==> config.mk <==
export PLATFORM = sky130hd
export DESIGN_NAME = sap_reg_bank
export DESIGN_NICKNAME = d
export VERILOG_FILES = /design/src/rtl/sap_reg_bank.sv
export SDC_FILE = /design/constraint.sdc
export NUM_CORES = 1
export LEC_CHECK = 0
export ABC_AREA = 1
export ABC_CLOCK_PERIOD_IN_PS = 2500
export BUFFER_PORTS_ARGS = -buffer_cell sky130_fd_sc_hd__buf_4
export CAP_MARGIN = 0
export CORE_MARGIN = 2
export CORE_UTILIZATION = 46
export DETAILED_ROUTE_END_ITERATION = 10
export GPL_TIMING_DRIVEN = 0
export HOLD_SLACK_MARGIN = 0.1
export PLACE_DENSITY = 0.8
export SETUP_SLACK_MARGIN = 0.2
export SLEW_MARGIN = 20
export SYNTH_ARGS = -nofsm -noshare
export SYNTH_HDL_FRONTEND = slang
export SYNTH_SLANG_ARGS = --single-unit
==> constraint.sdc <==
create_clock -name clk -period 2.5 [get_ports clk]
set_clock_uncertainty 0.2 [all_clocks]
set_input_delay 0.25 -clock clk [delete_from_list [all_inputs] [get_ports clk]]
set_output_delay 0.25 -clock clk [all_outputs]
set_load 0.02 [all_outputs]
==> src/rtl/sap_reg_bank.sv <==
// sap_reg_bank: multi-entry register bank for the SAP datapath.
// Each write applies one operation (load/inc/dec/shl/shr/clr) to a single entry
// and updates the registered zero/carry flags. There are two combinational read ports.
module sap_reg_bank #(
    parameter int unsigned WIDTH    = 8,
    parameter int unsigned NUM_REGS = 4,
    parameter int unsigned ADDR_W   = 2
) (
    input  logic              clk,
    input  logic              rst_n,
    input  logic              we,
    input  logic [ADDR_W-1:0] waddr,
    input  logic [2:0]        op,
    input  logic [WIDTH-1:0]  inputData,
    input  logic [ADDR_W-1:0] raddr_a,
    output logic [WIDTH-1:0]  outputDataA,
    input  logic [ADDR_W-1:0] raddr_b,
    output logic [WIDTH-1:0]  outputDataB,
    output logic              zero,
    output logic              carry
);

    localparam logic [2:0] OP_HOLD = 3'b000;
    localparam logic [2:0] OP_LOAD = 3'b001;
    localparam logic [2:0] OP_INC  = 3'b010;
    localparam logic [2:0] OP_DEC  = 3'b011;
    localparam logic [2:0] OP_SHL  = 3'b100;
    localparam logic [2:0] OP_SHR  = 3'b101;
    localparam logic [2:0] OP_CLR  = 3'b110;

    logic [WIDTH-1:0] regs_q [NUM_REGS];
    logic [WIDTH-1:0] regs_d [NUM_REGS];
    logic             zero_q, zero_d;
    logic             carry_q, carry_d;

    logic [WIDTH-1:0] old_val;
    logic [WIDTH-1:0] res;
    logic             res_c;
    logic             hit;
    logic             upd;

    // Fetch the entry addressed by waddr; an address past NUM_REGS leaves hit low.
    always_comb begin
        old_val = '0;
        hit     = 1'b0;
        for (int unsigned i = 0; i < NUM_REGS; i++) begin
            if (waddr == ADDR_W'(i)) begin
                old_val = regs_q[i];
                hit     = 1'b1;
            end
        end
    end

    // Compute the op result and its carry. HOLD and the reserved code leave upd low.
    always_comb begin
        res   = old_val;
        res_c = 1'b0;
        upd   = 1'b1;
        case (op)
            OP_LOAD: res = inputData;
            OP_INC: begin
                res   = old_val + WIDTH'(1);
                res_c = &old_val;
            end
            OP_DEC: begin
                res   = old_val - WIDTH'(1);
                res_c = (old_val == '0);
            end
            OP_SHL: begin
                res   = {old_val[WIDTH-2:0], 1'b0};
                res_c = old_val[WIDTH-1];
            end
            OP_SHR: begin
                res   = {1'b0, old_val[WIDTH-1:1]};
                res_c = old_val[0];
            end
            OP_CLR:  res = '0;
            OP_HOLD: upd = 1'b0;
            default: upd = 1'b0;
        endcase
    end

    // Next state: write the result and flags only for a valid in-range op.
    always_comb begin
        regs_d  = regs_q;
        zero_d  = zero_q;
        carry_d = carry_q;
        if (we && hit && upd) begin
            for (int unsigned i = 0; i < NUM_REGS; i++) begin
                if (waddr == ADDR_W'(i)) begin
                    regs_d[i] = res;
                end
            end
            zero_d  = (res == '0);
            carry_d = res_c;
        end
    end

    // State registers with synchronous active-low reset.
    always_ff @(posedge clk) begin
        if (!rst_n) begin
            for (int unsigned i = 0; i < NUM_REGS; i++) begin
                regs_q[i] <= '0;
            end
            zero_q  <= 1'b0;
            carry_q <= 1'b0;
        end else begin
            regs_q  <= regs_d;
            zero_q  <= zero_d;
            carry_q <= carry_d;
        end
    end

    // Read ports: no write bypass. An out-of-range address reads as zero.
    always_comb begin
        outputDataA = '0;
        outputDataB = '0;
        for (int unsigned i = 0; i < NUM_REGS; i++) begin
            if (raddr_a == ADDR_W'(i)) outputDataA = regs_q[i];
            if (raddr_b == ADDR_W'(i)) outputDataB = regs_q[i];
        end
    end

    assign zero  = zero_q;
    assign carry = carry_q;

endmodule

==> impl_table.tex, run 1 <==
\begin{tabular}{lr}
\hline
Metric & Value \\
\hline
\multicolumn{2}{l}{\textbf{Critical path}} \\
\quad Cells along the critical path & o21ai\_1, o21ai\_1, nand2\_1, nand2\_4, fa\_2, o21ai\_1, a21oi\_1, a21oi\_2, nand3\_2, a21oi\_4, nand3\_2, nor2\_2, nand3\_2, a21oi\_2 \\
\quad Register-to-register path setup slack & 0.10 ns \\
\quad Delay contributed by the slowest stage of the critical path & 0.41 ns \\
\quad Origin of the critical flop-to-flop path & regs\_q[25]\$\_SDFFE\_PN0P\_ \\
\quad Category of the most critical setup path & register to register \\
\quad Number of gates on the worst path with buffers counted & 14 \\
\quad Capturing element of the worst setup path & zero\$\_SDFFE\_PN0P\_ \\
\quad Buf+Inv Stages, Crit Path & 0 \\
\quad Startpoint of the most critical setup path & regs\_q[25]\$\_SDFFE\_PN0P\_ \\
\quad Worst setup EP type & register \\
\quad Crit start category & register \\
\quad FF-to-FF path depth & 14 \\
\quad Worst Path Max Fanout & 4 \\
\quad End of the worst register-to-register path & zero\$\_SDFFE\_PN0P\_ \\
\quad Worst path arrival time & 2.43 ns \\
\quad Critical-path top delay cell & sky130\_fd\_sc\_hd\_\_fa\_2 \\
\quad Kind of cell adding the most delay to the critical path & compound AO/OA/AOI/OAI gates \\
\quad CP required & 2.53 ns \\
\multicolumn{2}{l}{\textbf{Route}} \\
\quad Routed wire length & 8.560 mm \\
\quad Iteration-0 DRC Markers & 338 \\
\quad DRC & 0 \\
\quad Count of antenna-violating nets left after detailed routing & 0 \\
\quad Post-detailed-route via-to-cell ratio & 5.792 \\
\quad Routed vias & 3209 \\
\quad Routed wire length per instance & 15.45 microns \\
\quad First drt pass iteration count & 5 \\
\multicolumn{2}{l}{\textbf{Layout}} \\
\quad Number of fill cells in the layout & 492 \\
\quad Number of diodes & 0 \\
\quad Register Area & 690.7 sq um \\
\quad Area growth syn-to-layout & 32.88\% \\
\quad Layout cells sized above 1 & 33.82\% \\
\quad Total non-filler cell area in the finished layout & 3550 sq um \\
\quad Multi-input gate area & 1921 sq um \\
\quad Final layout net count & 511 \\
\multicolumn{2}{l}{\textbf{Global route}} \\
\quad Global-route congestion overflow total & 0 \\
\quad Antenna violations before repair & 0 \\
\quad Wire length of the first global-routing pass & 13.97 mm \\
\quad Via count of the first global-routing pass & 2836 \\
\quad Total Routing Usage GR & 27.65\% \\
\quad Pin count of the biggest net entering global routing & 13 \\
\multicolumn{2}{l}{\textbf{Logic synthesis}} \\
\quad Total standard cell area after synthesis & 2671 sq um \\
\quad Post-synthesis cell type count & 40 \\
\quad Seq cells post-synth & 34 \\
\quad Share of flip-flops with an asynchronous set or reset after synthesis & 0\% \\
\quad Post-synth EDFFs & 0 \\
\quad Most used flip-flop cell after synthesis & sky130\_fd\_sc\_hd\_\_dfxtp\_1 \\
\quad Post-synthesis sequential area ratio & 25.48\% \\
\quad Yosys Warn Count & 0 \\
\quad Post-synthesis cell count & 413 \\
\quad Net count of the mapped netlist & 443 \\
\quad Post-Synthesis Mean Instance Area & 6.468 sq um \\
\multicolumn{2}{l}{\textbf{Floorplanning}} \\
\quad Core area & 5574 sq um \\
\quad Die footprint & 6433 sq um \\
\quad Initial standard-cell utilization of the core & 47.92\% \\
\quad Die Span Y & 80.21 microns \\
\quad Total number of placement rows & 27 \\
\quad I/O pin cnt & 38 \\
\quad Width of the die & 80.21 microns \\
\multicolumn{2}{l}{\textbf{Power}} \\
\quad Fraction of power consumed by combinational cells & 34.3\% \\
\quad Fraction of power spent switching nets & 34.85\% \\
\quad Pwr per Cell Area & 431.3 nW/um\^{}2 \\
\quad Switching power & 533.6 uW \\
\quad Clock power frac & 27.5\% \\
\quad Overall power & 1.531 mW \\
\quad Share of power burned in registers & 38.3\% \\
\quad Static leakage power & 1.574 nW \\
\quad Pint & 997.5 uW \\
\quad Highest ir drop seen on vdd & 429.7 uV \\
\multicolumn{2}{l}{\textbf{Timing}} \\
\quad Pins Over Slew Limit & 0 \\
\quad Final worst path period need & 2.400 ns \\
\quad Final critical-path setup slack & 0.1003 ns \\
\quad Fmax & 416.7 MHz \\
\quad Final period utilization & 95.99\% \\
\quad \# setup viols final & 0 \\
\quad Unrepaired setup endpoints after global routing & yes \\
\quad Slew of the pin with the lowest slew margin & 0.5930 ns \\
\quad Slew margin rel. & 60.32\% \\
\quad Total count of hold-check failures in the final report & 0 \\
\multicolumn{2}{l}{\textbf{Clock tree}} \\
\quad Clock sink total & 34 \\
\quad Clock root buffer master & sky130\_fd\_sc\_hd\_\_clkbuf\_8 \\
\quad TritonCTS clock tree & built \\
\quad Max H-tree Level & 2 \\
\quad Clock transition at path regs & 0.06 ns \\
\quad Total clock buffers created by CTS & 5 \\
\quad Clk\_lat worst skew & 0.29 ns \\
\quad Largest buffer count on any clock path & 2 \\
\multicolumn{2}{l}{\textbf{Placed design}} \\
\quad Gp weighted congestion & 0.9111 \\
\quad DP Worst Slack & -0.3512 ns \\
\quad Port buffer count & 37 \\
\quad Post-DP HPWL & 6.367 mm \\
\quad Area after DPL & 3134 sq um \\
\multicolumn{2}{l}{\textbf{Flow run}} \\
\quad Maxcap violations & 0 \\
\multicolumn{2}{l}{\textbf{Run status}} \\
\quad Result of the run & finished, final reports clean \\
\multicolumn{2}{l}{\textbf{Hold path}} \\
\quad Hold Crit Class & input port to register \\
\quad Hold path depth & 5 \\
\hline
\end{tabular}
-- power groups by stage --
| stage | combinational (mW) | clock, mW | sequential [mW] |
|---|---|---|---|
| 3_5_place_dp | 0.432 | 0 | 0.596 |
| 3_3_place_gp | 0.422 | 0 | 0.595 |
| 6_report | 0.524 | 0.420 | 0.586 |
| 4_1_cts | 0.470 | 0.420 | 0.584 |
| 5_1_grt | 0.573 | 0.444 | 0.589 |
| 2_1_floorplan | 0.298 | 0 | 0.590 |
-- worst min-delay path by stage --
stage / startpoint / end / slack [ns]
CTS: op[1] / carry$_SDFFE_PN0P_ / 0.23
floorplan: rst_n / regs_q[23]$_SDFFE_PN0P_ / 0.19
global placement: carry$_SDFFE_PN0P_ / carry$_SDFFE_PN0P_ / 0.26
global route: inputData[7] / zero$_SDFFE_PN0P_ / 0.25
finish: op[1] / carry$_SDFFE_PN0P_ / 0.22
detailed placement: zero$_SDFFE_PN0P_ / zero$_SDFFE_PN0P_ / 0.27
-- flip-flops by register name, indices dropped and copies added (netlist names) --
name and flops:
carry 1, regs_q 32, zero 1
-- area by class of cell --
cell class | count | area share (%)
tap | 72 | 2.538
clock buffer | 7 | 2.432
timing repair buffer | 61 | 13.54
inverter | 52 | 5.675
multi-input combinational | 316 | 54.11
clock inverter | 1 | 0.1410
buffer | 11 | 2.115
sequential | 34 | 19.46
-- per-stage QoR --
step           setup TNS [ns]  instances  hold slack, ns  util (%)
3_5_place_dp           -1.705        522          0.2709     56.23
3_3_place_gp           -1.081        522          0.2631     56.23
6_report                    0        554          0.2178     63.68
5_1_grt                     0        554          0.2506     63.68
4_1_cts                     0        544          0.2255     60.61
2_1_floorplan               0        413          0.1884         -
-- routing by layer --
layer  vias up  share of wire (%)  track usage, %
li1       1546                  -               -
met1      1451                 43           39.11
met2       190                 46           43.58
met3        22                8.3           4.494
met4         0                2.3           6.949
met5         -                  0               0
-- synth_stat cells (3+ instances only) --
| cell type | number | area share [%] |
|---|---|---|
| sky130_fd_sc_hd__a21oi_1 | 56 | 10 |
| sky130_fd_sc_hd__a221oi_1 | 3 | 0.98 |
| sky130_fd_sc_hd__a22oi_1 | 4 | 1.1 |
| sky130_fd_sc_hd__buf_2 | 5 | 0.94 |
| sky130_fd_sc_hd__dfxtp_1 | 34 | 25 |
| sky130_fd_sc_hd__ha_1 | 9 | 4.2 |
| sky130_fd_sc_hd__inv_1 | 46 | 6.5 |
| sky130_fd_sc_hd__inv_2 | 5 | 0.70 |
| sky130_fd_sc_hd__nand2_1 | 90 | 13 |
| sky130_fd_sc_hd__nand2_2 | 16 | 3.7 |
| sky130_fd_sc_hd__nand3_1 | 19 | 3.6 |
| sky130_fd_sc_hd__nand3_2 | 6 | 2.2 |
| sky130_fd_sc_hd__nand3b_1 | 3 | 0.84 |
| sky130_fd_sc_hd__nand4_1 | 6 | 1.4 |
| sky130_fd_sc_hd__nor2_1 | 18 | 2.5 |
| sky130_fd_sc_hd__nor3_2 | 3 | 1.1 |
| sky130_fd_sc_hd__o21ai_0 | 45 | 8.4 |
| sky130_fd_sc_hd__o21ai_1 | 6 | 1.1 |
| sky130_fd_sc_hd__o21ai_2 | 3 | 0.98 |
| sky130_fd_sc_hd__o22ai_1 | 10 | 2.3 |
-- worst register-to-register path, cell delays in order, from the launching register on --
cell	delay (ns)
sky130_fd_sc_hd__dfxtp_2	0.33
sky130_fd_sc_hd__o21ai_1	0.11
sky130_fd_sc_hd__o21ai_1	0.07
sky130_fd_sc_hd__nand2_1	0.14
sky130_fd_sc_hd__nand2_4	0.08
sky130_fd_sc_hd__fa_2	0.41
sky130_fd_sc_hd__o21ai_1	0.14
sky130_fd_sc_hd__a21oi_1	0.06
sky130_fd_sc_hd__a21oi_2	0.15
sky130_fd_sc_hd__nand3_2	0.10
sky130_fd_sc_hd__a21oi_4	0.15
sky130_fd_sc_hd__nand3_2	0.09
sky130_fd_sc_hd__nor2_2	0.09
sky130_fd_sc_hd__nand3_2	0.09
sky130_fd_sc_hd__a21oi_2	0.13
-- timing repair --
action                     CTS  global route
hold endpoints to repair     3             0
gates resized for setup     15            27
pin swaps                   20            20
buffers inserted            13            10
hold buffers                 1             0
cloned                       0             0
setup endpoints to repair    9            19
-- kinds of logic (layout without fill, tap and decap cells) --
group	count (synthesis)	count (layout)	synth area share (%)
compound gates	134	134	27.92
fa+ha+maj	10	10	4.965
buf+inv	63	132	9.742
flops	34	34	25.48
simple gates	172	172	31.90
-- layout by cell type, fill, tap and decap left out, types with 2 or more instances in the layout --
cell	Yosys	final
sky130_fd_sc_hd__nand2_1	90	84
sky130_fd_sc_hd__buf_4	2	58
sky130_fd_sc_hd__a21oi_1	56	43
sky130_fd_sc_hd__o21ai_0	45	42
sky130_fd_sc_hd__inv_1	46	41
sky130_fd_sc_hd__dfxtp_1	34	26
sky130_fd_sc_hd__nand2_2	16	19
sky130_fd_sc_hd__nand3_1	19	16
sky130_fd_sc_hd__nor2_1	18	16
sky130_fd_sc_hd__a21oi_2	1	14
sky130_fd_sc_hd__o22ai_1	10	10
sky130_fd_sc_hd__inv_2	5	9
sky130_fd_sc_hd__nand3_2	6	9
sky130_fd_sc_hd__dfxtp_2	0	8
sky130_fd_sc_hd__o21ai_1	6	6
sky130_fd_sc_hd__nand4_1	6	6
sky130_fd_sc_hd__clkbuf_8	0	6
sky130_fd_sc_hd__nand2_4	2	5
sky130_fd_sc_hd__buf_2	5	5
sky130_fd_sc_hd__ha_1	9	5
sky130_fd_sc_hd__nor2_4	2	4
sky130_fd_sc_hd__o21ai_2	3	4
sky130_fd_sc_hd__a22oi_1	4	4
sky130_fd_sc_hd__ha_4	0	4
sky130_fd_sc_hd__buf_6	1	3
sky130_fd_sc_hd__nand3b_1	3	3
sky130_fd_sc_hd__a221oi_1	3	3
sky130_fd_sc_hd__nor3_2	3	3
sky130_fd_sc_hd__clkbuf_1	2	3
sky130_fd_sc_hd__buf_12	0	2
sky130_fd_sc_hd__o21ai_4	0	2
sky130_fd_sc_hd__o2111ai_1	2	2
sky130_fd_sc_hd__nor3_1	2	2
(Power assumes the default switching activity.)
==> run 2: changes to the inputs <==
--- a/config.mk
+++ b/config.mk
@@ -10,11 +10,12 @@
 export BUFFER_PORTS_ARGS = -buffer_cell sky130_fd_sc_hd__buf_4
 export CAP_MARGIN = 0
 export CORE_MARGIN = 2
-export CORE_UTILIZATION = 46
+export CORE_UTILIZATION = 30
 export DETAILED_ROUTE_END_ITERATION = 10
 export GPL_TIMING_DRIVEN = 0
 export HOLD_SLACK_MARGIN = 0.1
-export PLACE_DENSITY = 0.8
+export PLACE_DENSITY = 0.6
+export RECOVER_POWER = 25
 export SETUP_SLACK_MARGIN = 0.2
 export SLEW_MARGIN = 20
 export SYNTH_ARGS = -nofsm -noshare
==> impl_table.tex, run 2 (synthesis gave the netlist of run 1 again) <==
\begin{tabular}{lr}
\hline
Metric & Value \\
\hline
\multicolumn{2}{l}{\textbf{Timing}} \\
\quad Final-layout worst hold slack & 0.2113 ns (-0.006464 ns) \\
\quad Total count of hold-check failures in the final report & 0 (unchanged) \\
\quad Final worst path period need & 2.427 ns (+0.02723 ns) \\
\quad Final period utilization & 97.08\% (+1.1 points) \\
\quad \# setup viols final & 0 (unchanged) \\
\quad Unrepaired setup endpoints after global routing & yes \\
\quad Final critical-path setup slack & 0.07311 ns (-0.02723 ns) \\
\quad Slew margin rel. & 59.91\% (-0.41 points) \\
\quad Fmax & 412.1 MHz (-1.1\%) \\
\quad Slew of the pin with the lowest slew margin & 0.5992 ns (+0.006172 ns) \\
\quad Pins Over Slew Limit & 0 (unchanged) \\
\multicolumn{2}{l}{\textbf{Critical path}} \\
\quad FF-to-FF path depth & 14 (unchanged) \\
\quad Crit start category & register \\
\quad Worst path arrival time & 2.45 ns (+0.02 ns) \\
\quad End of the worst register-to-register path & zero\$\_SDFFE\_PN0P\_ \\
\quad Category of the most critical setup path & register to register \\
\quad Worst Path Max Fanout & 4 (unchanged) \\
\quad Origin of the critical flop-to-flop path & regs\_q[25]\$\_SDFFE\_PN0P\_ \\
\quad CP required & 2.52 ns (about the same) \\
\quad Register-to-register path setup slack & 0.07 ns (-0.03 ns) \\
\quad Worst setup EP type & register \\
\multicolumn{2}{l}{\textbf{Route}} \\
\quad First drt pass iteration count & 4 (-1) \\
\quad Routed vias & 3166 (-1.3\%) \\
\quad Routed wire length per instance & 15.48 microns (+0.16\%) \\
\quad Count of antenna-violating nets left after detailed routing & 0 (unchanged) \\
\quad DRC & 0 (unchanged) \\
\quad Routed wire length & 9.038 mm (+5.6\%) \\
\quad Post-detailed-route via-to-cell ratio & 5.421 (-6.4\%) \\
\quad Iteration-0 DRC Markers & 246 (-27\%) \\
\multicolumn{2}{l}{\textbf{Power}} \\
\quad Pwr per Cell Area & 418.5 nW/um\^{}2 (-3.0\%) \\
\quad Clock power frac & 25.6\% (-1.9 points) \\
\quad Pint & 953.7 uW (-4.4\%) \\
\quad Highest ir drop seen on vdd & 152.6 uV (-64\%) \\
\quad Static leakage power & 1.499 nW (-4.7\%) \\
\quad Fraction of power consumed by combinational cells & 34.8\% (+0.5 points) \\
\quad Share of power burned in registers & 39.6\% (+1.3 points) \\
\quad Fraction of power spent switching nets & 35.77\% (+0.92 points) \\
\quad Switching power & 531.3 uW (-0.44\%) \\
\multicolumn{2}{l}{\textbf{Run status}} \\
\quad Result of the run & finished, final reports clean \\
\multicolumn{2}{l}{\textbf{Global route}} \\
\quad Global-route congestion overflow total & 0 (unchanged) \\
\quad Via count of the first global-routing pass & 2826 (-0.35\%) \\
\quad Pin count of the biggest net entering global routing & 13 (unchanged) \\
\quad Total Routing Usage GR & 18.13\% (-9.5 points) \\
\quad Antenna violations before repair & 0 (unchanged) \\
\quad Wire length of the first global-routing pass & 14.10 mm (+0.94\%) \\
\multicolumn{2}{l}{\textbf{Layout}} \\
\quad Most common library cell in the layout ignoring fill and taps & sky130\_fd\_sc\_hd\_\_nand2\_1 \\
\quad Final core occ & 40.89\% (-23 points) \\
\quad Total non-filler cell area in the finished layout & 3548 sq um (about the same) \\
\quad Area growth syn-to-layout & 32.83\% (about the same) \\
\quad Final layout net count & 506 (-0.98\%) \\
\quad Register with the most flip-flops & regs\_q \\
\quad Layout cells sized above 1 & 32.56\% (-1.3 points) \\
\quad Number of diodes & 0 (unchanged) \\
\quad Max FFs per register & 32 (unchanged) \\
\quad Commonest cells after routing, fill and taps aside & sky130\_fd\_sc\_hd\_\_nand2\_1 (80), sky130\_fd\_sc\_hd\_\_a21oi\_1 (43), sky130\_fd\_sc\_hd\_\_o21ai\_0 (42), sky130\_fd\_sc\_hd\_\_buf\_4 (42), sky130\_fd\_sc\_hd\_\_inv\_1 (41) \\
\quad Number of fill cells in the layout & 962 (+96\%) \\
\multicolumn{2}{l}{\textbf{Hold path}} \\
\quad Hold path depth & 5 (unchanged) \\
\quad Hold Crit Class & input port to register \\
\quad Startpoint of the tightest hold check path & inputData[7] \\
\quad Endpoint of the worst hold path & regs\_q[31]\$\_SDFFE\_PN0P\_ \\
\multicolumn{2}{l}{\textbf{Floorplanning}} \\
\quad Die Span Y & 98.36 microns (+23\%) \\
\quad Total number of placement rows & 34 (+26\%) \\
\quad Die footprint & 9675 sq um (+50\%) \\
\quad Initial standard-cell utilization of the core & 30.78\% (-17 points) \\
\quad Width of the die & 98.36 microns (+23\%) \\
\quad I/O pin cnt & 38 (unchanged) \\
\quad Core area & 8678 sq um (+56\%) \\
\multicolumn{2}{l}{\textbf{Clock tree}} \\
\quad Clk\_lat worst skew & 0.28 ns (about the same) \\
\quad Clock root buffer master & sky130\_fd\_sc\_hd\_\_clkbuf\_8 \\
\quad Max H-tree Level & 2 (unchanged) \\
\quad Largest buffer count on any clock path & 2 (unchanged) \\
\quad Total clock buffers created by CTS & 5 (unchanged) \\
\quad Clock transition at path regs & 0.07 ns (about the same) \\
\quad Clock sink total & 34 (unchanged) \\
\quad TritonCTS clock tree & built \\
\multicolumn{2}{l}{\textbf{Flow run}} \\
\quad Maxcap violations & 0 (unchanged) \\
\multicolumn{2}{l}{\textbf{Placed design}} \\
\quad Gp weighted congestion & 0.9288 (+1.9\%) \\
\quad Post-DP HPWL & 6.911 mm (+8.5\%) \\
\quad Port buffer count & 37 (unchanged) \\
\quad Area after DPL & 3179 sq um (+1.4\%) \\
\quad DP Worst Slack & -0.3644 ns (-0.01320 ns) \\
\hline
\end{tabular}
-- run 2: how the worst max path moves through the flow --
| stage | startpoint | endpoint | slack, ns | cells after the start |
|---|---|---|---|---|
| floorplan | waddr[1] | zero$_SDFFE_PN0P_ | 0.20 | 17 |
| CTS | regs_q[25]$_SDFFE_PN0P_ | zero$_SDFFE_PN0P_ | 0.12 | 14 |
| finish | regs_q[25]$_SDFFE_PN0P_ | zero$_SDFFE_PN0P_ | 0.07 | 14 |
| detailed placement | waddr[1] | zero$_SDFFE_PN0P_ | -0.36 | 18 |
| global route | regs_q[17]$_SDFFE_PN0P_ | zero$_SDFFE_PN0P_ | -0.06 | 16 |
| global placement | waddr[1] | zero$_SDFFE_PN0P_ | -0.35 | 18 |
-- run 2: repair_timing --
action	CTS	global route
gates resized for setup	8	48
pin swaps	14	18
endpoints found under the hold margin	3	0
setup endpoints to repair	9	21
setup buffers	11	7
hold buffers	1	0
-- run 2: area by class of cell --
cell class,instances,area (sq um),area share [%]
buffer,11,75.07,2.116
clock buffer,7,76.32,2.151
inverter,52,203.9,5.748
multi-input combinational,316,1983,55.89
sequential,34,689.4,19.43
tap,108,135.1,3.808
timing repair buffer,56,385.4,10.86
-- run 2: power groups by stage --
stage	sequential, mW	clock [mW]	combinational, mW
floorplan	0.590	0	0.298
global placement	0.596	0	0.432
detailed placement	0.597	0	0.438
CTS	0.585	0.384	0.470
global route	0.590	0.407	0.567
finish	0.588	0.380	0.517
-- run 2: metrics by stage --
stage,setup TNS (ns),std cells,power (mW)
floorplan,0,413,0.8883
global placement,-1.414,558,1.029
detailed placement,-1.563,558,1.035
CTS,0,577,1.439
global route,-0.06084,584,1.564
finish,0,584,1.485
-- run 2: metal layers --
layer	global-route usage (%)	vias up	share of wire (%)
met5	0	-	0
met4	4.636	0	2.0
met3	2.291	16	3.7
met2	30.46	95	49
met1	24.65	1518	45
li1	-	1537	-
-- run 2: critical path, stage by stage (launching register included) --
cell	delay (ns)
sky130_fd_sc_hd__dfxtp_2	0.34
sky130_fd_sc_hd__o21ai_2	0.14
sky130_fd_sc_hd__o21ai_2	0.07
sky130_fd_sc_hd__nand2_2	0.10
sky130_fd_sc_hd__nand2_4	0.07
sky130_fd_sc_hd__fa_2	0.42
sky130_fd_sc_hd__o21ai_2	0.13
sky130_fd_sc_hd__a21oi_1	0.05
sky130_fd_sc_hd__a21oi_1	0.17
sky130_fd_sc_hd__nand3_2	0.13
sky130_fd_sc_hd__a21oi_4	0.16
sky130_fd_sc_hd__nand3_2	0.09
sky130_fd_sc_hd__nor2_2	0.10
sky130_fd_sc_hd__nand3_2	0.10
sky130_fd_sc_hd__a21oi_2	0.12
==> run 3: changes to the inputs <==
--- a/config.mk
+++ b/config.mk
@@ -9,13 +9,12 @@
 export ABC_CLOCK_PERIOD_IN_PS = 2500
 export BUFFER_PORTS_ARGS = -buffer_cell sky130_fd_sc_hd__buf_4
 export CAP_MARGIN = 0
-export CORE_MARGIN = 2
 export CORE_UTILIZATION = 30
 export DETAILED_ROUTE_END_ITERATION = 10
 export GPL_TIMING_DRIVEN = 0
 export HOLD_SLACK_MARGIN = 0.1
 export PLACE_DENSITY = 0.6
-export RECOVER_POWER = 25
+export RECOVER_POWER = 100
 export SETUP_SLACK_MARGIN = 0.2
 export SLEW_MARGIN = 20
 export SYNTH_ARGS = -nofsm -noshare
==> impl_table.tex, run 3 (synthesis gave the netlist of run 1 again) <==
\begin{tabular}{lr}
\hline
Metric & Value \\
\hline
\multicolumn{2}{l}{\textbf{Floorplanning}} \\
\quad Total number of placement rows & 34 (unchanged) \\
\quad Die footprint & 9285 sq um (-4.0\%) \\
\quad Initial standard-cell utilization of the core & 30.78\% (unchanged) \\
\quad I/O pin cnt & 38 (unchanged) \\
\quad Width of the die & 96.36 microns (-2.0\%) \\
\quad Core area & 8678 sq um (unchanged) \\
\quad Die Span Y & 96.36 microns (-2.0\%) \\
\multicolumn{2}{l}{\textbf{Layout}} \\
\quad Most common library cell in the layout ignoring fill and taps & sky130\_fd\_sc\_hd\_\_nand2\_1 \\
\quad Commonest cells after routing, fill and taps aside & sky130\_fd\_sc\_hd\_\_nand2\_1 (82), sky130\_fd\_sc\_hd\_\_a21oi\_1 (48), sky130\_fd\_sc\_hd\_\_o21ai\_0 (42) \\
\quad Number of diodes & 0 (unchanged) \\
\quad Area growth syn-to-layout & 32.88\% (about the same) \\
\quad Register with the most flip-flops & regs\_q \\
\quad Number of standard cells in the layout, taps in and fillers out & 588 (+0.68\%) \\
\quad Final core occ & 40.90\% (about the same) \\
\quad Layout cells sized above 1 & 29.79\% (-2.8 points) \\
\quad Max FFs per register & 32 (unchanged) \\
\quad Number of fill cells in the layout & 953 (-0.94\%) \\
\quad Total non-filler cell area in the finished layout & 3550 sq um (about the same) \\
\quad Final layout net count & 509 (+0.59\%) \\
\multicolumn{2}{l}{\textbf{Placed design}} \\
\quad Number of placed instances with taps included & 558 (unchanged) \\
\quad Gp weighted congestion & 0.8745 (-5.8\%) \\
\quad Area after DPL & 3179 sq um (unchanged) \\
\quad DP Worst Slack & -0.3557 ns (+0.008662 ns) \\
\quad Port buffer count & 37 (unchanged) \\
\quad Post-DP HPWL & 6.823 mm (-1.3\%) \\
\multicolumn{2}{l}{\textbf{Clock tree}} \\
\quad Clk\_lat worst skew & 0.30 ns (+0.02 ns) \\
\quad Clock transition at path regs & 0.07 ns (about the same) \\
\quad TritonCTS clock tree & built \\
\quad Clock sink total & 34 (unchanged) \\
\quad Max H-tree Level & 2 (unchanged) \\
\quad Largest buffer count on any clock path & 2 (unchanged) \\
\quad Total clock buffers created by CTS & 5 (unchanged) \\
\quad Clock root buffer master & sky130\_fd\_sc\_hd\_\_clkbuf\_8 \\
\multicolumn{2}{l}{\textbf{Timing}} \\
\quad \# setup viols final & 0 (unchanged) \\
\quad Total count of hold-check failures in the final report & 0 (unchanged) \\
\quad Final worst path period need & 2.480 ns (+0.05302 ns) \\
\quad Unrepaired setup endpoints after global routing & yes \\
\quad Slew of the pin with the lowest slew margin & 0.5465 ns (-0.05274 ns) \\
\quad Final sum of negative setup slack & 0 ns (unchanged) \\
\quad Final critical-path setup slack & 0.02009 ns (-0.05302 ns) \\
\quad Final period utilization & 99.20\% (+2.1 points) \\
\quad Pins Over Slew Limit & 0 (unchanged) \\
\quad Fmax & 403.2 MHz (-2.1\%) \\
\quad Slew margin rel. & 63.44\% (+3.5 points) \\
\multicolumn{2}{l}{\textbf{Power}} \\
\quad Highest ir drop seen on vdd & 187.7 uV (+23\%) \\
\quad Pwr per Cell Area & 447.8 nW/um\^{}2 (+7.0\%) \\
\quad Static leakage power & 1.501 nW (+0.10\%) \\
\multicolumn{2}{l}{\textbf{Critical path}} \\
\quad Buf+Inv Stages, Crit Path & 0 (unchanged) \\
\quad Delay contributed by the slowest stage of the critical path & 0.41 ns (about the same) \\
\quad Crit start category & register \\
\quad Critical-path top delay cell & sky130\_fd\_sc\_hd\_\_fa\_2 \\
\quad Worst Path Max Fanout & 4 (unchanged) \\
\quad Kind of cell adding the most delay to the critical path & compound AO/OA/AOI/OAI gates \\
\quad Register-to-register path setup slack & 0.02 ns (-0.05 ns) \\
\quad Category of the most critical setup path & register to register \\
\quad Number of gates on the worst path with buffers counted & 14 (unchanged) \\
\quad CP required & 2.54 ns (+0.02 ns) \\
\quad Capturing element of the worst setup path & zero\$\_SDFFE\_PN0P\_ \\
\quad Origin of the critical flop-to-flop path & regs\_q[25]\$\_SDFFE\_PN0P\_ \\
\quad End of the worst register-to-register path & zero\$\_SDFFE\_PN0P\_ \\
\quad Worst path arrival time & 2.52 ns (+0.07 ns) \\
\quad Startpoint of the most critical setup path & regs\_q[25]\$\_SDFFE\_PN0P\_ \\
\quad FF-to-FF path depth & 14 (unchanged) \\
\quad Cells along the critical path & o21ai\_2, o21ai\_2, nand2\_2, nand2\_4, fa\_2, o21ai\_1, a21oi\_1, a21oi\_2, nand3\_1, a21oi\_4, nand3\_2, nor2\_2, nand3\_2, a21oi\_2 \\
\quad Worst setup EP type & register \\
\multicolumn{2}{l}{\textbf{Flow run}} \\
\quad Maxcap violations & 0 (unchanged) \\
\multicolumn{2}{l}{\textbf{Global route}} \\
\quad Global-route congestion overflow total & 0 (unchanged) \\
\quad Wire length of the first global-routing pass & 13.80 mm (-2.1\%) \\
\quad Antenna violations before repair & 0 (unchanged) \\
\quad Total Routing Usage GR & 19.53\% (+1.4 points) \\
\quad Pin count of the biggest net entering global routing & 13 (unchanged) \\
\quad Via count of the first global-routing pass & 2830 (+0.14\%) \\
\multicolumn{2}{l}{\textbf{Route}} \\
\quad Iteration-0 DRC Markers & 197 (-20\%) \\
\quad First drt pass iteration count & 5 (+1) \\
\quad Routed wire length & 8.904 mm (-1.5\%) \\
\quad Routed wire length per instance & 15.14 microns (-2.2\%) \\
\quad DRC & 0 (unchanged) \\
\quad Routed vias & 3087 (-2.5\%) \\
\quad Count of antenna-violating nets left after detailed routing & 0 (unchanged) \\
\quad Post-detailed-route via-to-cell ratio & 5.250 (-3.2\%) \\
\multicolumn{2}{l}{\textbf{Run status}} \\
\quad Result of the run & finished, final reports clean \\
\multicolumn{2}{l}{\textbf{Hold path}} \\
\quad Hold Crit Class & input port to register \\
\quad Startpoint of the tightest hold check path & op[1] \\
\hline
\end{tabular}
## run 3: changes by cell type in the layout (fill, tap and decap cells not counted), moves of 3 or more
cell | before | now
sky130_fd_sc_hd__buf_4 | 42 | 35
sky130_fd_sc_hd__clkbuf_1 | 16 | 22
sky130_fd_sc_hd__a21oi_1 | 43 | 48
sky130_fd_sc_hd__clkbuf_8 | 5 | 8
sky130_fd_sc_hd__a21oi_2 | 13 | 8
## run 3: timing repair
item / CTS / global route
setup endpoints to repair: 12 / 21
hold buffers: 1 / 0
pin swaps: 11 / 20
hold endpoints to repair: 3 / 0
buffers inserted: 7 / 14
resized for setup: 9 / 41
## run 3: worst register-to-register path, cell delays in order (launching register included)
cell and delay (ns):
sky130_fd_sc_hd__dfxtp_2 0.33, sky130_fd_sc_hd__o21ai_2 0.15, sky130_fd_sc_hd__o21ai_2 0.07, sky130_fd_sc_hd__nand2_2 0.11
sky130_fd_sc_hd__nand2_4 0.07, sky130_fd_sc_hd__fa_2 0.41, sky130_fd_sc_hd__o21ai_1 0.14, sky130_fd_sc_hd__a21oi_1 0.06
sky130_fd_sc_hd__a21oi_2 0.11, sky130_fd_sc_hd__nand3_1 0.13, sky130_fd_sc_hd__a21oi_4 0.17, sky130_fd_sc_hd__nand3_2 0.11
sky130_fd_sc_hd__nor2_2 0.12, sky130_fd_sc_hd__nand3_2 0.10, sky130_fd_sc_hd__a21oi_2 0.15
## run 3: area by class of cell
class | instances | area [sq um] | share of cell area (%)
multi-input combinational | 316 | 1937 | 54.56
sequential | 34 | 688.2 | 19.39
timing repair buffer | 59 | 401.6 | 11.31
inverter | 52 | 203.9 | 5.746
tap | 108 | 135.1 | 3.807
clock buffer | 8 | 110.1 | 3.102
buffer | 11 | 73.82 | 2.080
## run 3: per-layer routing
metal / vias to the layer above / share of wire (%) / GRT usage (%)
li1: 1545 / - / -
met1: 1442 / 45 / 25.86
met2: 87 / 49 / 33.04
met3: 13 / 4.7 / 2.370
met4: 0 / 1.3 / 5.882
met5: - / 0 / 0
## run 3: how the worst min path moves through the flow
| stage | to | cells after the start | slack, ns |
|---|---|---|---|
| floorplan | regs_q[23]$_SDFFE_PN0P_ | 2 | 0.19 |
| global placement | carry$_SDFFE_PN0P_ | 2 | 0.26 |
| detailed placement | carry$_SDFFE_PN0P_ | 2 | 0.28 |
| CTS | carry$_SDFFE_PN0P_ | 5 | 0.20 |
| global route | regs_q[7]$_SDFFE_PN0P_ | 5 | 0.22 |
| finish | carry$_SDFFE_PN0P_ | 5 | 0.19 |
## run 3: metrics by stage
stage,power [mW],hold slack (ns)
5_1_grt,1.661,0.2241
4_1_cts,1.530,0.2003
3_3_place_gp,1.028,0.2618
3_5_place_dp,1.034,0.2750
2_1_floorplan,0.8883,0.1884
6_report,1.590,0.1936
## run 3: power breakdown
group / switching, mW / internal (mW)
registers: 0.0214 / 0.566
clock network: 0.204 / 0.278
logic: 0.318 / 0.202
